<file path="src/rtl/trap_ctrl_if.sv">
// Trap unit bus: execute-stage request inputs and CSR-facing trap/MRET/flush outputs.
interface trap_ctrl_if;
  logic        ext_irq_raw;
  logic        irq_enable;
  logic [1:0]  current_privilege;
  logic        instr_valid;
  logic [31:0] current_pc;
  logic        exc_instr_misaligned;
  logic        exc_illegal;
  logic        exc_ebreak;
  logic        exc_ecall;
  logic        exc_load_misaligned;
  logic        exc_store_misaligned;
  logic        is_mret;
  logic        ext_irq_pending;
  logic        is_trap;
  logic [31:0] trap_cause;
  logic [31:0] trap_instr_pc;
  logic        mret_pulse;
  logic        flush;
  logic        busy;

  modport master (
    output ext_irq_raw, irq_enable, current_privilege, instr_valid, current_pc,
           exc_instr_misaligned, exc_illegal, exc_ebreak, exc_ecall,
           exc_load_misaligned, exc_store_misaligned, is_mret,
    input  ext_irq_pending, is_trap, trap_cause, trap_instr_pc, mret_pulse, flush, busy
  );

  modport slave (
    input  ext_irq_raw, irq_enable, current_privilege, instr_valid, current_pc,
           exc_instr_misaligned, exc_illegal, exc_ebreak, exc_ecall,
           exc_load_misaligned, exc_store_misaligned, is_mret,
    output ext_irq_pending, is_trap, trap_cause, trap_instr_pc, mret_pulse, flush, busy
  );
endinterface

</file>
<file path="src/rtl/trap_ctrl.sv">
// Trap/interrupt request unit: synchronises the external IRQ, prioritises exceptions,
// issues one-cycle trap/MRET requests and sequences the following pipeline flush.
module trap_ctrl #(
  parameter int SYNC_STAGES  = 2,
  parameter int FLUSH_CYCLES = 2
) (
  input  logic        clk,
  input  logic        reset,
  trap_ctrl_if.slave  bus
);
  localparam int CW = (FLUSH_CYCLES < 2) ? 1 : $clog2(FLUSH_CYCLES + 1);

  localparam logic [1:0] IDLE  = 2'd0;
  localparam logic [1:0] TRAP  = 2'd1;
  localparam logic [1:0] MRET  = 2'd2;
  localparam logic [1:0] FLUSH = 2'd3;

  logic [SYNC_STAGES-1:0] sync_q;
  logic [1:0]             state_q, state_d;
  logic [CW-1:0]          cnt_q, cnt_d;
  logic                   is_trap_q, mret_q;
  logic [31:0]            cause_q, cause_d, pc_q, pc_d;
  logic                   irq_pend, take_trap, take_mret;

  assign irq_pend = sync_q[SYNC_STAGES-1];

  // Requests are only sampled in IDLE; anything raised while busy is dropped.
  always_comb begin
    take_trap = 1'b0;
    take_mret = 1'b0;
    cause_d   = cause_q;
    pc_d      = pc_q;
    if (state_q == IDLE && bus.instr_valid) begin
      take_trap = 1'b1;
      if (bus.irq_enable && irq_pend)    cause_d = 32'h8000_000B;
      else if (bus.exc_instr_misaligned) cause_d = 32'd0;
      else if (bus.exc_illegal)          cause_d = 32'd2;
      else if (bus.exc_ebreak)           cause_d = 32'd3;
      else if (bus.exc_ecall)            cause_d = (bus.current_privilege == 2'b11) ? 32'd11 : 32'd8;
      else if (bus.exc_load_misaligned)  cause_d = 32'd4;
      else if (bus.exc_store_misaligned) cause_d = 32'd6;
      else begin
        take_trap = 1'b0;
        take_mret = bus.is_mret;
      end
      if (take_trap) pc_d = bus.current_pc;
    end
  end

  always_comb begin
    state_d = state_q;
    cnt_d   = cnt_q;
    case (state_q)
      IDLE: begin
        if (take_trap)      state_d = TRAP;
        else if (take_mret) state_d = MRET;
      end
      TRAP, MRET: begin
        cnt_d   = CW'(FLUSH_CYCLES - 1);
        state_d = FLUSH;
      end
      default: begin
        if (cnt_q == '0) state_d = IDLE;
        else             cnt_d   = cnt_q - 1'b1;
      end
    endcase
  end

  always_ff @(posedge clk or negedge reset) begin
    if (!reset) begin
      sync_q    <= '0;
      state_q   <= IDLE;
      cnt_q     <= '0;
      is_trap_q <= 1'b0;
      mret_q    <= 1'b0;
      cause_q   <= '0;
      pc_q      <= '0;
    end else begin
      sync_q    <= {sync_q[SYNC_STAGES-2:0], bus.ext_irq_raw};
      state_q   <= state_d;
      cnt_q     <= cnt_d;
      is_trap_q <= take_trap;
      mret_q    <= take_mret;
      cause_q   <= cause_d;
      pc_q      <= pc_d;
    end
  end

  assign bus.ext_irq_pending = irq_pend;
  assign bus.is_trap         = is_trap_q;
  assign bus.mret_pulse      = mret_q;
  assign bus.trap_cause      = cause_q;
  assign bus.trap_instr_pc   = pc_q;
  assign bus.busy            = (state_q != IDLE);
  assign bus.flush           = (state_q != IDLE);
endmodule
</file>
<file path="src/flat_wrapper.sv">
// flat-port wrapper written by rule: the top's interface ports become plain ports
module trap_ctrl_flat 
#(
  parameter int SYNC_STAGES  = 2,
  parameter int FLUSH_CYCLES = 2
)
  (clk, reset, bus_ext_irq_raw, bus_irq_enable, bus_current_privilege, bus_instr_valid, bus_current_pc, bus_exc_instr_misaligned, bus_exc_illegal, bus_exc_ebreak, bus_exc_ecall, bus_exc_load_misaligned, bus_exc_store_misaligned, bus_is_mret, bus_ext_irq_pending, bus_is_trap, bus_trap_cause, bus_trap_instr_pc, bus_mret_pulse, bus_flush, bus_busy);
  trap_ctrl_if bus_i ();
  input  logic clk;
  input  logic reset;
  input wire logic [$bits(bus_i.ext_irq_raw)-1:0] bus_ext_irq_raw;
  input wire logic [$bits(bus_i.irq_enable)-1:0] bus_irq_enable;
  input wire logic [$bits(bus_i.current_privilege)-1:0] bus_current_privilege;
  input wire logic [$bits(bus_i.instr_valid)-1:0] bus_instr_valid;
  input wire logic [$bits(bus_i.current_pc)-1:0] bus_current_pc;
  input wire logic [$bits(bus_i.exc_instr_misaligned)-1:0] bus_exc_instr_misaligned;
  input wire logic [$bits(bus_i.exc_illegal)-1:0] bus_exc_illegal;
  input wire logic [$bits(bus_i.exc_ebreak)-1:0] bus_exc_ebreak;
  input wire logic [$bits(bus_i.exc_ecall)-1:0] bus_exc_ecall;
  input wire logic [$bits(bus_i.exc_load_misaligned)-1:0] bus_exc_load_misaligned;
  input wire logic [$bits(bus_i.exc_store_misaligned)-1:0] bus_exc_store_misaligned;
  input wire logic [$bits(bus_i.is_mret)-1:0] bus_is_mret;
  output wire logic [$bits(bus_i.ext_irq_pending)-1:0] bus_ext_irq_pending;
  output wire logic [$bits(bus_i.is_trap)-1:0] bus_is_trap;
  output wire logic [$bits(bus_i.trap_cause)-1:0] bus_trap_cause;
  output wire logic [$bits(bus_i.trap_instr_pc)-1:0] bus_trap_instr_pc;
  output wire logic [$bits(bus_i.mret_pulse)-1:0] bus_mret_pulse;
  output wire logic [$bits(bus_i.flush)-1:0] bus_flush;
  output wire logic [$bits(bus_i.busy)-1:0] bus_busy;
  assign bus_i.ext_irq_raw = bus_ext_irq_raw;
  assign bus_i.irq_enable = bus_irq_enable;
  assign bus_i.current_privilege = bus_current_privilege;
  assign bus_i.instr_valid = bus_instr_valid;
  assign bus_i.current_pc = bus_current_pc;
  assign bus_i.exc_instr_misaligned = bus_exc_instr_misaligned;
  assign bus_i.exc_illegal = bus_exc_illegal;
  assign bus_i.exc_ebreak = bus_exc_ebreak;
  assign bus_i.exc_ecall = bus_exc_ecall;
  assign bus_i.exc_load_misaligned = bus_exc_load_misaligned;
  assign bus_i.exc_store_misaligned = bus_exc_store_misaligned;
  assign bus_i.is_mret = bus_is_mret;
  assign bus_ext_irq_pending = bus_i.ext_irq_pending;
  assign bus_is_trap = bus_i.is_trap;
  assign bus_trap_cause = bus_i.trap_cause;
  assign bus_trap_instr_pc = bus_i.trap_instr_pc;
  assign bus_mret_pulse = bus_i.mret_pulse;
  assign bus_flush = bus_i.flush;
  assign bus_busy = bus_i.busy;
  trap_ctrl #(.SYNC_STAGES(SYNC_STAGES), .FLUSH_CYCLES(FLUSH_CYCLES)) u_core (.clk(clk), .reset(reset), .bus(bus_i));
endmodule
</file>
<file path="config.mk">
export PLATFORM = sky130hd
export DESIGN_NAME = trap_ctrl_flat
export DESIGN_NICKNAME = d
export VERILOG_FILES = /design/src/rtl/trap_ctrl_if.sv /design/src/rtl/trap_ctrl.sv /design/src/flat_wrapper.sv
export SDC_FILE = /design/constraint.sdc
export NUM_CORES = 1
export LEC_CHECK = 0
export CORE_AREA = 5 5 79 81
export DETAILED_ROUTE_END_ITERATION = 8
export DIE_AREA = 0 0 84 86
export PLACE_DENSITY = 0.9
export SYNTH_ARGS = -nofsm -noshare
export SYNTH_HDL_FRONTEND = slang
export SYNTH_SLANG_ARGS = --single-unit
</file>
<file path="constraint.sdc">
create_clock -name clk -period 4.41 [get_ports clk]
set_clock_uncertainty 0.05 [all_clocks]
set_input_delay 0.6615 -clock clk [delete_from_list [all_inputs] [get_ports clk]]
set_output_delay 0.6615 -clock clk [all_outputs]
set_load 0.005 [all_outputs]
</file>
# After elaboration in Yosys (flattened, before gate mapping)
# Index checks and enable logic that the tools add are counted.
[op_classes]
addsub = 1
eq_ne = 5
muxes = 31
reduce_logical = 12
bitwise_logic = 1
[op_table]
columns = ["operator", "count"]
rows = [
  ["$mux 32", 7],
  ["$mux 1", 17],
  ["$mux 2", 5],
  ["$pmux 2 s2", 2],
  ["$reduce_and 2->1", 4],
  ["$reduce_bool 7->1", 1],
  ["$eq 2x2->1 const B", 2],
  ["$logic_not 2->1", 2],
  ["$ne 3x1->1 const B", 1],
  ["$reduce_bool 3->1", 1],
  ["$eq 2x1->1 const B", 1],
  ["$logic_and 1x1->1", 2],
  ["$ne 2x2->1 const B", 1],
  ["$reduce_bool 2->1", 1],
  ["$reduce_or 2->1", 1],
  ["$sub 2x1->2 const B", 1],
  ["$not 1->1", 1],
]
[word_totals]
reg_bits = 72

# Logic depth before layout (Yosys ltp)
# Gate-level depths: netlist of the first run.
[depth]
word_depth = 11
ltp_mapped = 8
ltp_nobuf = 6

# Least setup slack after synthesis of the first run
# No wires, ideal clock.
[synth_path]
path_type = "input port to flip-flop"
start = "input port bus_irq_enable"
end = "register u_core.cause_q[2] (netlist: u_core.bus.trap_cause[2])"
arrival_ns = 1.969
path_stages = 5
setup_time_ns = 0.125
slack_ns = 2.266
n_path_buf = 2
cell_sequence = "a2111o_1 o311a_1 buf_6 buf_12 mux2_4"
[synth_between]
elab_chain_len = 3
word_cells_on_any_way = 4
cone_classes = "1 x mux; 3 x reduce/logical"
[synth_rtl]
columns = ["item", "line_no", "text"]
rows = [
  ["start, declared", "flat_wrapper.sv:12", "input wire logic [$bits(bus_i.irq_enable)-1:0] bus_irq_enable;"],
  ["$logic_and 1x1->1 (*)", "trap_ctrl.sv:35", "if (bus.irq_enable && irq_pend) cause_d = 32'h8000_000B;"],
  ["$reduce_bool 7->1 (no line)", "--", ""],
  ["$reduce_and 2->1 (no line)", "--", ""],
  ["end signal, assigned", "trap_ctrl.sv:84", "cause_q <= cause_d;"],
  ["end, declared", "trap_ctrl.sv:22", "logic [31:0] cause_q, cause_d, pc_q, pc_d;"],
]
# Mark *: on every way between the ends. The rest lies on a longest branch, timed or not.
# A chain may end at the register's enable or synchronous reset.

# Worst setup path after layout of the first run
[layout_path]
start = "input port bus_irq_enable"
end = "register u_core.pc_q[3] (netlist: u_core.bus.trap_instr_pc[3])"
[layout_between]
elab_chain_len = 4
[layout_rtl]
columns = ["item", "line_no", "text"]
rows = [
  ["$logic_and 1x1->1", "trap_ctrl.sv:35", ""],
  ["$mux 1", "trap_ctrl.sv:35", ""],
  ["$mux 1", "trap_ctrl.sv:33", "if (state_q == IDLE && bus.instr_valid) begin"],
  ["$reduce_and 2->1 (no line)", "--", ""],
  ["end signal, assigned", "trap_ctrl.sv:85", "pc_q <= pc_d;"],
  ["end, declared", "trap_ctrl.sv:22", ""],
]
# No other way between the ends. The select of a mux whose other input is x is not followed.

==> results of run 1 <==
-- cells in the final DEF (no fill, tap or decap), drive strengths merged, types with 2 or more instances in the layout --
| master | count |
|---|---|
| a31oi | 2 |
| a21oi | 6 |
| mux2i | 2 |
| buf | 2 |
| o41ai | 2 |
| o21ai | 4 |
| mux2 | 33 |
| ha | 3 |
| conb | 27 |
| nor3 | 4 |
| dfrtp | 45 |
| clkbuf | 7 |
| inv | 7 |
| clkdlybuf4s50 | 86 |
| nor2 | 6 |
-- stage by stage --
step | hold WS (ns) | worst slack [ns] | util, %
2_1_floorplan | 0.281 | 2.27 | -
4_1_cts | 0.307 | 1.82 | 56.3
6_report | 0.306 | 1.80 | 56.3
3_5_place_dp | 0.287 | 1.50 | 54.7
3_3_place_gp | 0.284 | 1.57 | 54.7
5_1_grt | 0.321 | 1.74 | 56.3
-- kinds of logic (layout without fill, tap and decap cells) --
group	Yosys count	count (layout)	synth area share [%]
flops	45	45	51.5
buf+inv	41	103	14.5
mux	35	35	23.1
compound gates	19	19	5.66
simple gates	15	15	3.43
fa+ha+maj	3	3	1.72
other cells	1	27	0.171
-- metal layers --
layer | up-vias | track usage [%] | wire length, um
met3 | 5 | 4.42 | 391
met1 | 680 | 16.2 | 2160
met5 | - | 0 | 0
met2 | 74 | 19.5 | 2040
met4 | 0 | 3.07 | 44
li1 | 661 | - | -
-- power by group through the flow --
stage / logic, mW / registers (mW) / clock network, mW
2_1_floorplan: 0.520 / 0.722 / 0
3_3_place_gp: 0.933 / 0.716 / 0
3_5_place_dp: 0.967 / 0.716 / 0
4_1_cts: 0.971 / 0.715 / 0.254
5_1_grt: 1.03 / 0.738 / 0.266
6_report: 0.955 / 0.713 / 0.244
-- path summary, 6_finish.rpt --
kind                                        start                      endpoint
worst min register to register   u_core.sync_q[0]              u_core.sync_q[1]
worst min-delay path             u_core.sync_q[0]              u_core.sync_q[1]
min in group asynchronous                   reset  u_core.bus.trap_instr_pc[29]
worst max register to register  u_core.state_q[0]  u_core.bus.trap_instr_pc[19]
worst max-delay path               bus_irq_enable   u_core.bus.trap_instr_pc[3]
max in group asynchronous                   reset  u_core.bus.trap_instr_pc[18]
-- layout make-up --
| class | instances | area (um2) |
|---|---|---|
| clock buffers | 7 | 76.3 |
| clock inverters | 1 | 7.51 |
| fillers | 484 | 2360 |
| inverters | 7 | 26.3 |
| multi-input cells | 99 | 843 |
| flip-flops and latches | 45 | 1130 |
| well taps | 72 | 90.1 |
| repair buffers | 88 | 873 |
-- critical path, stage by stage --
cell	delay, ns
clkdlybuf4s50_1	0.48
a2111o_1	0.50
o311a_2	0.34
buf_4	0.32
mux2_4	0.38
-- flip-flops by register name, summed over array words and instances (netlist names) --
register,count
u_core.bus.is_trap,1
u_core.bus.mret_pulse,1
u_core.bus.trap_cause,5
u_core.bus.trap_instr_pc,32
u_core.cnt_q,2
u_core.state_q,2
u_core.sync_q,2
==> flow_metrics.tcl, run 1 <==
set metrics [dict create \
    powerDensity_nw_per_um2 628 \
    power_leakage_nw 1.36 \
    cts_tree "built" \
    yosysSeqAreaShare_pct 51.5 \
    grt_first_pass_wirelength_um 7130 \
    clkPwrFrac_pct 12.7 \
    ys_top_cells_by_count "45 x dfrtp_1, 30 x mux2_4, 28 x buf_4" \
    grt_max_degree 46 \
    worstSetupPathType "in -> reg" \
    final_nets 295 \
    gp_congestion 0.783 \
    synth_top_area_cell "dfrtp_1" \
    ctsHoldBuffers 0 \
    setup_tns_ns 0 \
    firstDrtPassIters 4 \
    synth-edff-count 0 \
    core-area_um2 5410 \
    synth.top_cell.area_share_pct 51.5 \
    instances_no_fill 319 \
    clockBufferDepth 2 \
    initial_utilization_pct 40.5 \
    ys_types 28 \
    grt_pass1_vias 1431 \
    die_h_um 86 \
    p_switching_mw 0.543 \
    crit_arrival_ns 2.73 \
    antenna_found_initial 0 \
    start_kind "input pin" \
    port_buffers 87 \
    num_rows 27 \
    drcViolationCount 0 \
    cts-root-buf "clkbuf_8" \
    fp.dieW_um 84 \
    hold_viol_final 0 \
    synth_top_flop_cell "dfrtp_1" \
    power_mw 1.91 \
    fin_area_um2 3040 \
    r2r_slack_ns 2.24 \
    cts_setup_buffers 0 \
    worstRegToRegCells 5 \
    dp_hpwl_um 3490 \
    numCtsBuffers 5 \
    setup_viol 0 \
    ir_drop_v 0.000295 \
    dieArea_um2 7220 \
    hold_depth 0 \
    worstSetupEndpointType "flop" \
    period_share_pct 59.3 \
    synth_most_common_cell "dfrtp_1" \
    p_int_mw 1.37 \
    cts.sinks 45 \
    fin_crit_ns 2.61 \
    grt_overflow 0 \
    yosys_warnings 0 \
    clk_pin_slew_ns 0.08 \
    routed_via_density 4.45 \
    vias 1420 \
    syn_inst 159 \
    synthTopCellsByArea "dfrtp_1 51%, mux2_4 21%, buf_4 9.6%, buf_12 2.7%, ha_1 1.7%" \
    p_sw_share_pct 28.4 \
    track_usage_pct 12.3 \
    dp_cells 311 \
    htree_levels 2 \
    wl_per_cell_um 14.5 \
    grt_setup_unrepaired "false" \
    avgSynthCellArea_um2 13.8 \
    drtAntennaViolNets 0 \
    clock_latency_ns 0.29 \
    relSlewSlack_pct 34.6 \
    path_max_fanout 43 \
    drive_above_1_share_pct 17.4 \
    num_antenna_cells 0 \
    synthArstFlopShare_pct 100 \
    place_area_um2 2960 \
    seqPwrFrac_pct 37.3 \
    slew_violations 0 \
    holdCritPathClass "reg -> reg" \
    tightest_slew_ns 0.982 \
    cap_violations 0 \
    outcome "finished, final reports clean" \
    drt-initial-drc-count 28 \
    syn2layout_area_growth_pct 39.1 \
    cp_data_required_time_ns 4.53 \
    ios 115 \
    cts_resized 0 \
    fmaxAchievable_mhz 383 \
    ys_ff_latch 45 \
    power_frac_comb_pct 50.0 \
    synth_area_um2 2190 \
    wl_um 4630 \
]
(Power assumes the default switching activity.)
==> run 2: changes to the inputs <==
- CORE_AREA: 5 5 79 81 -> 5 5 81 83
- DIE_AREA: 0 0 84 86 -> 0 0 86 88
- PLACE_DENSITY: 0.9 -> 0.86
- clock period: 4.41 -> 2.7 ns (I/O delays scaled with it)
==> flow_metrics.tcl, run 2 (same netlist as run 1, synthesis figures left out) <==
set metrics [dict create \
    ios 115 \
    clkPwrFrac_pct 15.7 \
    wl_um 4720 \
    dp_hpwl_um 3670 \
    vias 1415 \
    crit_buf_inv 2 \
    final_nets 296 \
    cts_setup_buffers 0 \
    track_usage_pct 12.1 \
    setup_viol 0 \
    syn2layout_area_growth_pct 41.7 \
    power_leakage_nw 1.38 \
    grt_pass1_vias 1451 \
    htree_levels 2 \
    p_sw_share_pct 27.3 \
    initial_utilization_pct 37.8 \
    crit_chain "clkdlybuf4s50_1, a2111o_1, o311a_2, buf_4, mux2_4" \
    dieArea_um2 7570 \
    cp_data_required_time_ns 2.83 \
    num_rows 28 \
    grt_first_pass_wirelength_um 7180 \
    slowest_delay_ns 0.50 \
    hold_viol_final 0 \
    cp.depth 5 \
    fmaxAchievable_mhz 452 \
    crit_arrival_ns 2.34 \
    fin_crit_ns 2.21 \
    numCtsBuffers 5 \
    firstDrtPassIters 2 \
    place_area_um2 2980 \
    fill_cells 516 \
    largest_reg_flops 32 \
    die_h_um 88 \
    power_frac_comb_pct 48.7 \
    drcViolationCount 0 \
    grt_max_degree 46 \
    port_buffers 87 \
    worstSetupPathType "in -> reg" \
    grt_setup_unrepaired "false" \
    gp_congestion 0.816 \
    fp.dieW_um 86 \
    wl_per_cell_um 14.6 \
    cts_resized 0 \
    drive_above_1_share_pct 18.1 \
    grt_overflow 0 \
    ctsHoldBuffers 0 \
    final_cell_mix "86 x clkdlybuf4s50_1, 45 x dfrtp_1, 30 x mux2_4" \
    routed_via_density 4.38 \
    outcome "finished, final reports clean" \
    layout_commonest_cell "clkdlybuf4s50_1" \
    start_kind "input pin" \
    setup_tns_ns 0 \
    num_antenna_cells 0 \
    tightest_slew_ns 1.00 \
    path_max_fanout 15 \
    drt-initial-drc-count 12 \
    p_switching_mw 0.891 \
    p_int_mw 2.37 \
    drtAntennaViolNets 0 \
    holdCritPathClass "in -> async" \
    antenna_found_initial 0 \
    slew_violations 0 \
    worstSetupEndpointType "flop" \
    cp_top_family "compound AO/OA/AOI/OAI gates" \
    powerDensity_nw_per_um2 1050 \
    clockBufferDepth 2 \
    fin_area_um2 3100 \
    period_share_pct 82.0 \
    seqPwrFrac_pct 35.6 \
    cts-root-buf "clkbuf_8" \
    slowest_stage "a2111o_1" \
    cap_violations 0 \
    core-area_um2 5780 \
    r2r_slack_ns 0.68 \
    ir_drop_v 0.000385 \
    clock_latency_ns 0.29 \
    relSlewSlack_pct 33.1 \
    cts_tree "built" \
    clk_pin_slew_ns 0.08 \
    cts.sinks 45 \
    worstRegToRegCells 4 \
]
-- run 2: final timing paths --
| kind | end | start |
|---|---|---|
| max | u_core.bus.trap_instr_pc[5] | bus_irq_enable |
| min | u_core.bus.trap_instr_pc[4] | reset |
| max reg2reg | u_core.bus.trap_instr_pc[5] | u_core.sync_q[1] |
| min reg2reg | u_core.sync_q[1] | u_core.sync_q[0] |
| max in group asynchronous | u_core.bus.trap_instr_pc[26] | reset |
| min in group clk | u_core.sync_q[1] | u_core.sync_q[0] |
-- run 2: area by class of cell --
cell class	instances	area [um2]	share of cell area (%)
Sequential cell	45	1130	36.3
Multi-Input combinational cell	99	843	27.2
Clock buffer	7	86.3	2.79
Tap cell	75	93.8	3.03
Inverter	7	26.3	0.848
Clock inverter	1	30.0	0.969
Timing Repair Buffer	89	893	28.8
-- run 2: stage by stage --
step / worst slack, ns / instances / hold slack (ns) / power [mW] / util, %
finish: 0.487 / 323 / 0.232 / 3.26 / 53.6
global route: 0.464 / 323 / 0.323 / 3.48 / 53.6
CTS: 0.509 / 323 / 0.251 / 3.32 / 53.6
detailed placement: 0.188 / 315 / 0.300 / 2.78 / 51.6
global placement: 0.234 / 315 / 0.282 / 2.72 / 51.6
floorplan: 0.812 / 185 / 0.0594 / 2.03 / -
-- run 2: metal layers --
metal  track usage (%)  routed length, um
met4              3.02                 26
met2              19.6               2170
met1              15.7               2090
met3              4.05                425
met5                 0                  0
-- run 2: power groups by stage --
stage	clock network, mW	logic [mW]	registers, mW
2_1_floorplan	0	0.849	1.18
3_3_place_gp	0	1.56	1.16
3_5_place_dp	0	1.60	1.17
4_1_cts	0.536	1.61	1.17
5_1_grt	0.560	1.71	1.21
6_report	0.513	1.59	1.16
-- run 2: worst reg2reg max path: stages, from the launching register on --
cell and delay [ns]:
dfrtp_1 0.46, a2111o_1 0.45, o311a_2 0.39, buf_4 0.23, mux2_4 0.32
==> RTL change 1: new RTL, config.mk and constraints of run 2 <==
`FLUSH_CYCLES` is set to 2 in 2 places; all go to 4.
--- a/src/rtl/trap_ctrl.sv
+++ b/src/rtl/trap_ctrl.sv
@@ -2,7 +2,7 @@
 // issues one-cycle trap/MRET requests and sequences the following pipeline flush.
 module trap_ctrl #(
   parameter int SYNC_STAGES  = 2,
-  parameter int FLUSH_CYCLES = 2
+  parameter int FLUSH_CYCLES = 4
 ) (
   input  logic        clk,
   input  logic        reset,
--- a/src/flat_wrapper.sv
+++ b/src/flat_wrapper.sv
@@ -2,7 +2,7 @@
 module trap_ctrl_flat 
 #(
   parameter int SYNC_STAGES  = 2,
-  parameter int FLUSH_CYCLES = 2
+  parameter int FLUSH_CYCLES = 4
 )
   (clk, reset, bus_ext_irq_raw, bus_irq_enable, bus_current_privilege, bus_instr_valid, bus_current_pc, bus_exc_instr_misaligned, bus_exc_illegal, bus_exc_ebreak, bus_exc_ecall, bus_exc_load_misaligned, bus_exc_store_misaligned, bus_is_mret, bus_ext_irq_pending, bus_is_trap, bus_trap_cause, bus_trap_instr_pc, bus_mret_pulse, bus_flush, bus_busy);
   trap_ctrl_if bus_i ();
Check against the original RTL: not equivalent (a bounded check fails within 10 cycles, from zero or initial values and one cycle with reset low).
==> RTL change 1 against run 2 <==
Synthesized area rose by 3.7%; clock power down 1%; routed wire length grew 0.45%; synthesized cell count up 3.1%; setup slack improved by 0.030 ns; critical path depth decreased by 1; power increased by 1.8%; sequential cell count rose by 1; final area is 2.1% higher; core utilization up 1.1 points; count of clock-buffer cells in the layout down 2.
==> RTL change 1: results (changes against run 2) <==
[clocking]
root_buffer = clkbuf_8  ; unchanged
cts.path.max_buffers = 2  ; unchanged
clock_latency_ns = 0.29  ; about the same
post_cts_resized = 0  ; unchanged
clk_pin_slew_ns = 0.09
cts_setup_buffers = 0  ; unchanged
numCtsBuffers = 5  ; unchanged
htreeDepth = 2  ; unchanged

[final_layout]
stdcell_count = 328  ; was 323
nets = 302  ; was 296
post_route_cells_drive_above_1_share = 0.178  ; was 0.181
diodes = 0  ; unchanged
largest_reg_flops = 32  ; unchanged

[worst_setup_path]
r2r-end = u_core.bus.trap_instr_pc[1]$_DFFE_PN0P_  ; was u_core.bus.trap_instr_pc[5]$_DFFE_PN0P_
rrSetupSlack_ns = 0.81  ; was 0.68 ns
r2r-start = u_core.sync_q[1]$_DFF_PN0_  ; unchanged
worstRegToRegCells = 4  ; unchanged
cp-endpoint = bus_flush  ; was u_core.bus.trap_instr_pc[5]$_DFFE_PN0P_
setup.worst_path.start = u_core.state_q[0]$_DFFE_PN0P_  ; was bus_irq_enable
cp.arrival_ns = 1.73  ; was 2.34 ns
path_max_fanout = 7  ; was 15

[synth]
synthTopCellsByCount = 46 x dfrtp_1, 30 x mux2_4, 28 x buf_4  ; was 45 x dfrtp_1, 30 x mux2_4, 28 x buf_4
netlist_top_cells_area = dfrtp_1 51%, mux2_4 20%, buf_4 9.3%  ; was dfrtp_1 51%, mux2_4 21%, buf_4 9.6%
ys_types = 32  ; was 28
syn_inst = 164  ; was 159
synth_ff_type = dfrtp_1  ; unchanged
postSynth.asyncResetShare = 1.00  ; unchanged
yosys_warnings = 0  ; unchanged
synth_edf_count = 0  ; unchanged
yosysSeqAreaShare = 0.508  ; was 0.515

[place]
place_congestion = 0.797  ; was 0.816
place_inst = 320  ; was 315
port_buffers = 87  ; unchanged
hpwlAfterDp_microns = 3630  ; was 3670 microns

[grt]
grt_pass1_wl_microns = 7110  ; was 7180 microns
grt_usage = 0.119  ; was 0.121
grt_max_degree = 47  ; was 46
grtUsageMet3 = 0.0452  ; was 0.0405
antenna_found_initial = 0  ; unchanged
met1_usage = 0.141  ; was 0.157
grtUsageMet2 = 0.202  ; was 0.196
first_global_vias = 1497  ; was 1451

[drt]
drt-vias-per-instance = 4.51  ; was 4.38
wirelength_microns = 4740  ; was 4720 microns
drt_first_pass_iters = 4  ; was 2
dr.first_iter.drc_count = 32  ; was 12

[power_and_ir_drop]
power.switching_uw = 930  ; was 891 uW
power_leakage_nw = 1.42  ; was 1.38 nW
peakVddDrop_mv = 0.515  ; was 0.385 mV

[status]
status = complete, no violations  ; unchanged

[min_path]
hp-class = input port to async pin  ; unchanged

[sta]
relSlewSlack = 0.305  ; was 0.331

## RTL change 1: worst min-delay path by stage
| stage | endpoint | from | slack [ns] |
|---|---|---|---|
| CTS | u_core.bus.trap_cause[3]$_DFFE_PN0P_ | reset | 0.27 |
| global placement | u_core.sync_q[1]$_DFF_PN0_ | u_core.sync_q[0]$_DFF_PN0_ | 0.28 |
| detailed placement | u_core.sync_q[1]$_DFF_PN0_ | u_core.sync_q[0]$_DFF_PN0_ | 0.29 |
| finish | u_core.bus.trap_cause[1]$_DFFE_PN0P_ | reset | 0.24 |
| floorplan | u_core.bus.is_trap$_DFF_PN0_ | reset | 0.06 |
| global route | u_core.sync_q[1]$_DFF_PN0_ | u_core.sync_q[0]$_DFF_PN0_ | 0.31 |
## RTL change 1: per-stage QoR
step / area [sq um] / power [mW] / worst slack (ns)
after floorplan: 2360 / 2.11 / 0.829
after global placement: 3050 / 2.79 / 0.361
after detailed placement: 3050 / 2.84 / 0.313
after CTS: 3160 / 3.38 / 0.505
after global routing: 3160 / 3.52 / 0.430
final: 3160 / 3.32 / 0.517
## RTL change 1: critical path: stages (launching register included)
cell,delay (ns)
dfrtp_1,0.36
inv_1,0.06
ha_1,0.29
inv_1,0.19
clkdlybuf4s50_1,0.54
## RTL change 1: power by group through the flow
stage | sequential [mW] | combinational [mW] | clock (mW)
3_5_place_dp | 1.19 | 1.65 | 0
6_report | 1.18 | 1.63 | 0.507
2_1_floorplan | 1.20 | 0.909 | 0
5_1_grt | 1.23 | 1.74 | 0.559
3_3_place_gp | 1.19 | 1.60 | 0
4_1_cts | 1.19 | 1.65 | 0.536
## RTL change 1: kinds of logic (layout without fill, tap and decap cells)
family	Yosys count	in the layout	share of synthesized area
muxes	36	36	0.227
buffers and inverters	41	104	0.143
other	1	27	0.00165
adders and majority gates	4	4	0.0221
DFF	46	46	0.508
AOI/OAI and AO/OA	18	18	0.0596
and+or+nand+nor	18	18	0.0386
## RTL change 1: cell type report
class | instances | area [sq um]
multi-input combinational | 103 | 888
inverter | 8 | 30.0
fill | 511 | 2620
tap | 75 | 93.8
sequential | 46 | 1150
clock buffer | 5 | 68.8
timing repair buffer | 88 | 886
clock inverter | 3 | 45.0
## RTL change 1: metal layers
metal,vias up,part of all wire
li1,686,-
met1,708,0.41
met2,76,0.48
met3,8,0.10
met4,0,0.012
met5,-,0
==> RTL change 2: new RTL, config.mk and constraints of run 2 <==
Made on the original files. Reset style: synchronous (`reset`), changed in one clocked block.
--- a/src/rtl/trap_ctrl.sv
+++ b/src/rtl/trap_ctrl.sv
@@ -66,7 +66,7 @@
     endcase
   end
 
-  always_ff @(posedge clk or negedge reset) begin
+  always_ff @(posedge clk) begin
     if (!reset) begin
       sync_q    <= '0;
       state_q   <= IDLE;
Check against the original RTL: differs if reset is asserted again (counterexample within 4 cycles, from zero or initial values and one cycle with reset low); with reset held inactive, the same outputs for 4 cycles.
==> RTL change 2 against run 2 <==
Power fell by 29%; sequential cell count unchanged; die area unchanged; via count grew 26%; synthesized area decreased by 7.4%; final area shrank 5.2%; combinational power fell by 40%; sequential share of layout area decreased by 5.7 points; critical path depth stayed put; setup slack improved by 0.073 ns; hold slack improved by 0.15 ns; routed wire length is 3.1% higher; critical endpoint is now u_core.state_q[0]$_SDFFE_PN0P_; largest cell class is now non-clock buffers.
==> RTL change 2: results (changes against run 2) <==
[power_and_ir_drop]
power_leakage_nw = 1.12  ; was 1.38 nW
peakVddDrop_mv = 0.615  ; was 0.385 mV

[clocking]
post_cts_resized = 0  ; unchanged
cts.path.max_buffers = 2  ; unchanged
clk_pin_slew_ns = 0.08  ; about the same
numCtsBuffers = 5  ; unchanged
clock_latency_ns = 0.29  ; about the same
htreeDepth = 2  ; unchanged
root_buffer = clkbuf_8  ; unchanged
cts_setup_buffers = 0  ; unchanged

[place]
place_inst = 396  ; was 315
port_buffers = 87  ; unchanged
dpl-instance-area_sq_um = 2820  ; was 2980 sq um
place_congestion = 0.738  ; was 0.816
dp_slack_ns = 0.227  ; was 0.188 ns
hpwlAfterDp_microns = 3740  ; was 3670 microns

[final_layout]
diodes = 0  ; unchanged
nets = 377  ; was 296
fillers = 545  ; was 516
regArea_sq_um = 901  ; was 1130 sq um
post_route_cells_drive_above_1_share = 0.0669  ; was 0.181
largest_reg_flops = 32  ; unchanged

[worst_setup_path]
worstRegToRegCells = 6  ; was 4
r2r-start = u_core.state_q[0]$_SDFFE_PN0P_  ; was u_core.sync_q[1]$_DFF_PN0_
rrSetupSlack_ns = 0.63  ; was 0.68 ns
cp_slowest_cell = a2111oi_4  ; was a2111o_1
critical-path-max-stage-delay_ns = 0.61  ; was 0.50 ns
path_max_fanout = 39  ; was 15
cp-endpoint = u_core.state_q[0]$_SDFFE_PN0P_  ; was u_core.bus.trap_instr_pc[5]$_DFFE_PN0P_
setup.worst_path.start = bus_irq_enable  ; unchanged

[grt]
grt_usage = 0.124  ; was 0.121
antenna_found_initial = 0  ; unchanged
grt_max_degree = 40  ; was 46
grtUsageMet2 = 0.220  ; was 0.196
grtUsageMet3 = 0.0470  ; was 0.0405
met1_usage = 0.132  ; was 0.157
grt_pass1_wl_microns = 7440  ; was 7180 microns
first_global_vias = 1675  ; was 1451

[synth]
synthTopCellsByCount = 68 x nand2_1, 45 x dfxtp_1, 35 x a21oi_1  ; was 45 x dfrtp_1, 30 x mux2_4, 28 x buf_4
ys_types = 32  ; was 28
syn_inst = 244  ; was 159
yosys_warnings = 0  ; unchanged
netlist_top_cells_area = dfxtp_1 44%, nand2_1 13%, buf_4 10%  ; was dfrtp_1 51%, mux2_4 21%, buf_4 9.6%
synth_ff_type = dfxtp_1  ; was dfrtp_1
yosysSeqAreaShare = 0.445  ; was 0.515
postSynth.asyncResetShare = 0  ; was 1.00

[drt]
avgRoutedWirePerCell_microns = 12.0  ; was 14.6 microns
dr.first_iter.drc_count = 73  ; was 12
drt_first_pass_iters = 4  ; was 2
vias = 1787  ; was 1415
drt-vias-per-instance = 4.42  ; was 4.38

[min_path]
hp-class = flip-flop to flip-flop  ; was input port to async pin

[sta]
relSlewSlack = 0.374  ; was 0.331
fin_crit_ns = 2.14  ; was 2.21 ns

[status]
status = complete, no violations  ; unchanged

-- RTL change 2: cell type report --
cell class                 count  area share
clock buffer                   7      0.0294
timing repair buffer          91       0.311
inverter                       8      0.0102
clock inverter                 1      0.0102
multi-input combinational    177       0.301
sequential                    45       0.307
tap                           75      0.0319
-- RTL change 2: worst min-delay path by stage --
stage / start / end / slack [ns] / cells after the start
after floorplan: u_core.sync_q[0]$_SDFF_PN0_ / u_core.sync_q[1]$_SDFF_PN0_ / 0.36 / 1
after global placement: u_core.sync_q[0]$_SDFF_PN0_ / u_core.sync_q[1]$_SDFF_PN0_ / 0.37 / 1
after detailed placement: u_core.sync_q[0]$_SDFF_PN0_ / u_core.sync_q[1]$_SDFF_PN0_ / 0.37 / 1
after CTS: u_core.sync_q[0]$_SDFF_PN0_ / u_core.sync_q[1]$_SDFF_PN0_ / 0.39 / 1
after global routing: u_core.sync_q[0]$_SDFF_PN0_ / u_core.sync_q[1]$_SDFF_PN0_ / 0.40 / 1
final: u_core.sync_q[0]$_SDFF_PN0_ / u_core.sync_q[1]$_SDFF_PN0_ / 0.39 / 1
-- RTL change 2: cells by family (layout without fill, tap and decap cells) --
| group | after synthesis | in the layout | synth area share |
|---|---|---|---|
| other | 1 | 27 | 0.00185 |
| adders and majority gates | 3 | 3 | 0.0185 |
| DFF | 45 | 45 | 0.445 |
| buffers and inverters | 48 | 107 | 0.173 |
| and+or+nand+nor | 89 | 89 | 0.181 |
| AOI/OAI and AO/OA | 58 | 58 | 0.181 |
-- RTL change 2: metal layers --
metal,wire length [microns],part of all wire
met1,1920,0.40
met2,2430,0.50
met3,445,0.091
met4,68,0.014
met5,0,0
-- RTL change 2: power breakdown --
| group | internal [mW] | leakage, nW | switching [mW] | total [mW] |
|---|---|---|---|---|
| combinational | 0.475 | 0.695 | 0.477 | 0.952 |
| sequential | 0.787 | 0.369 | 0.0623 | 0.849 |
| clock | 0.302 | 0.0585 | 0.214 | 0.516 |
| total | 1.56 | 1.12 | 0.754 | 2.32 |
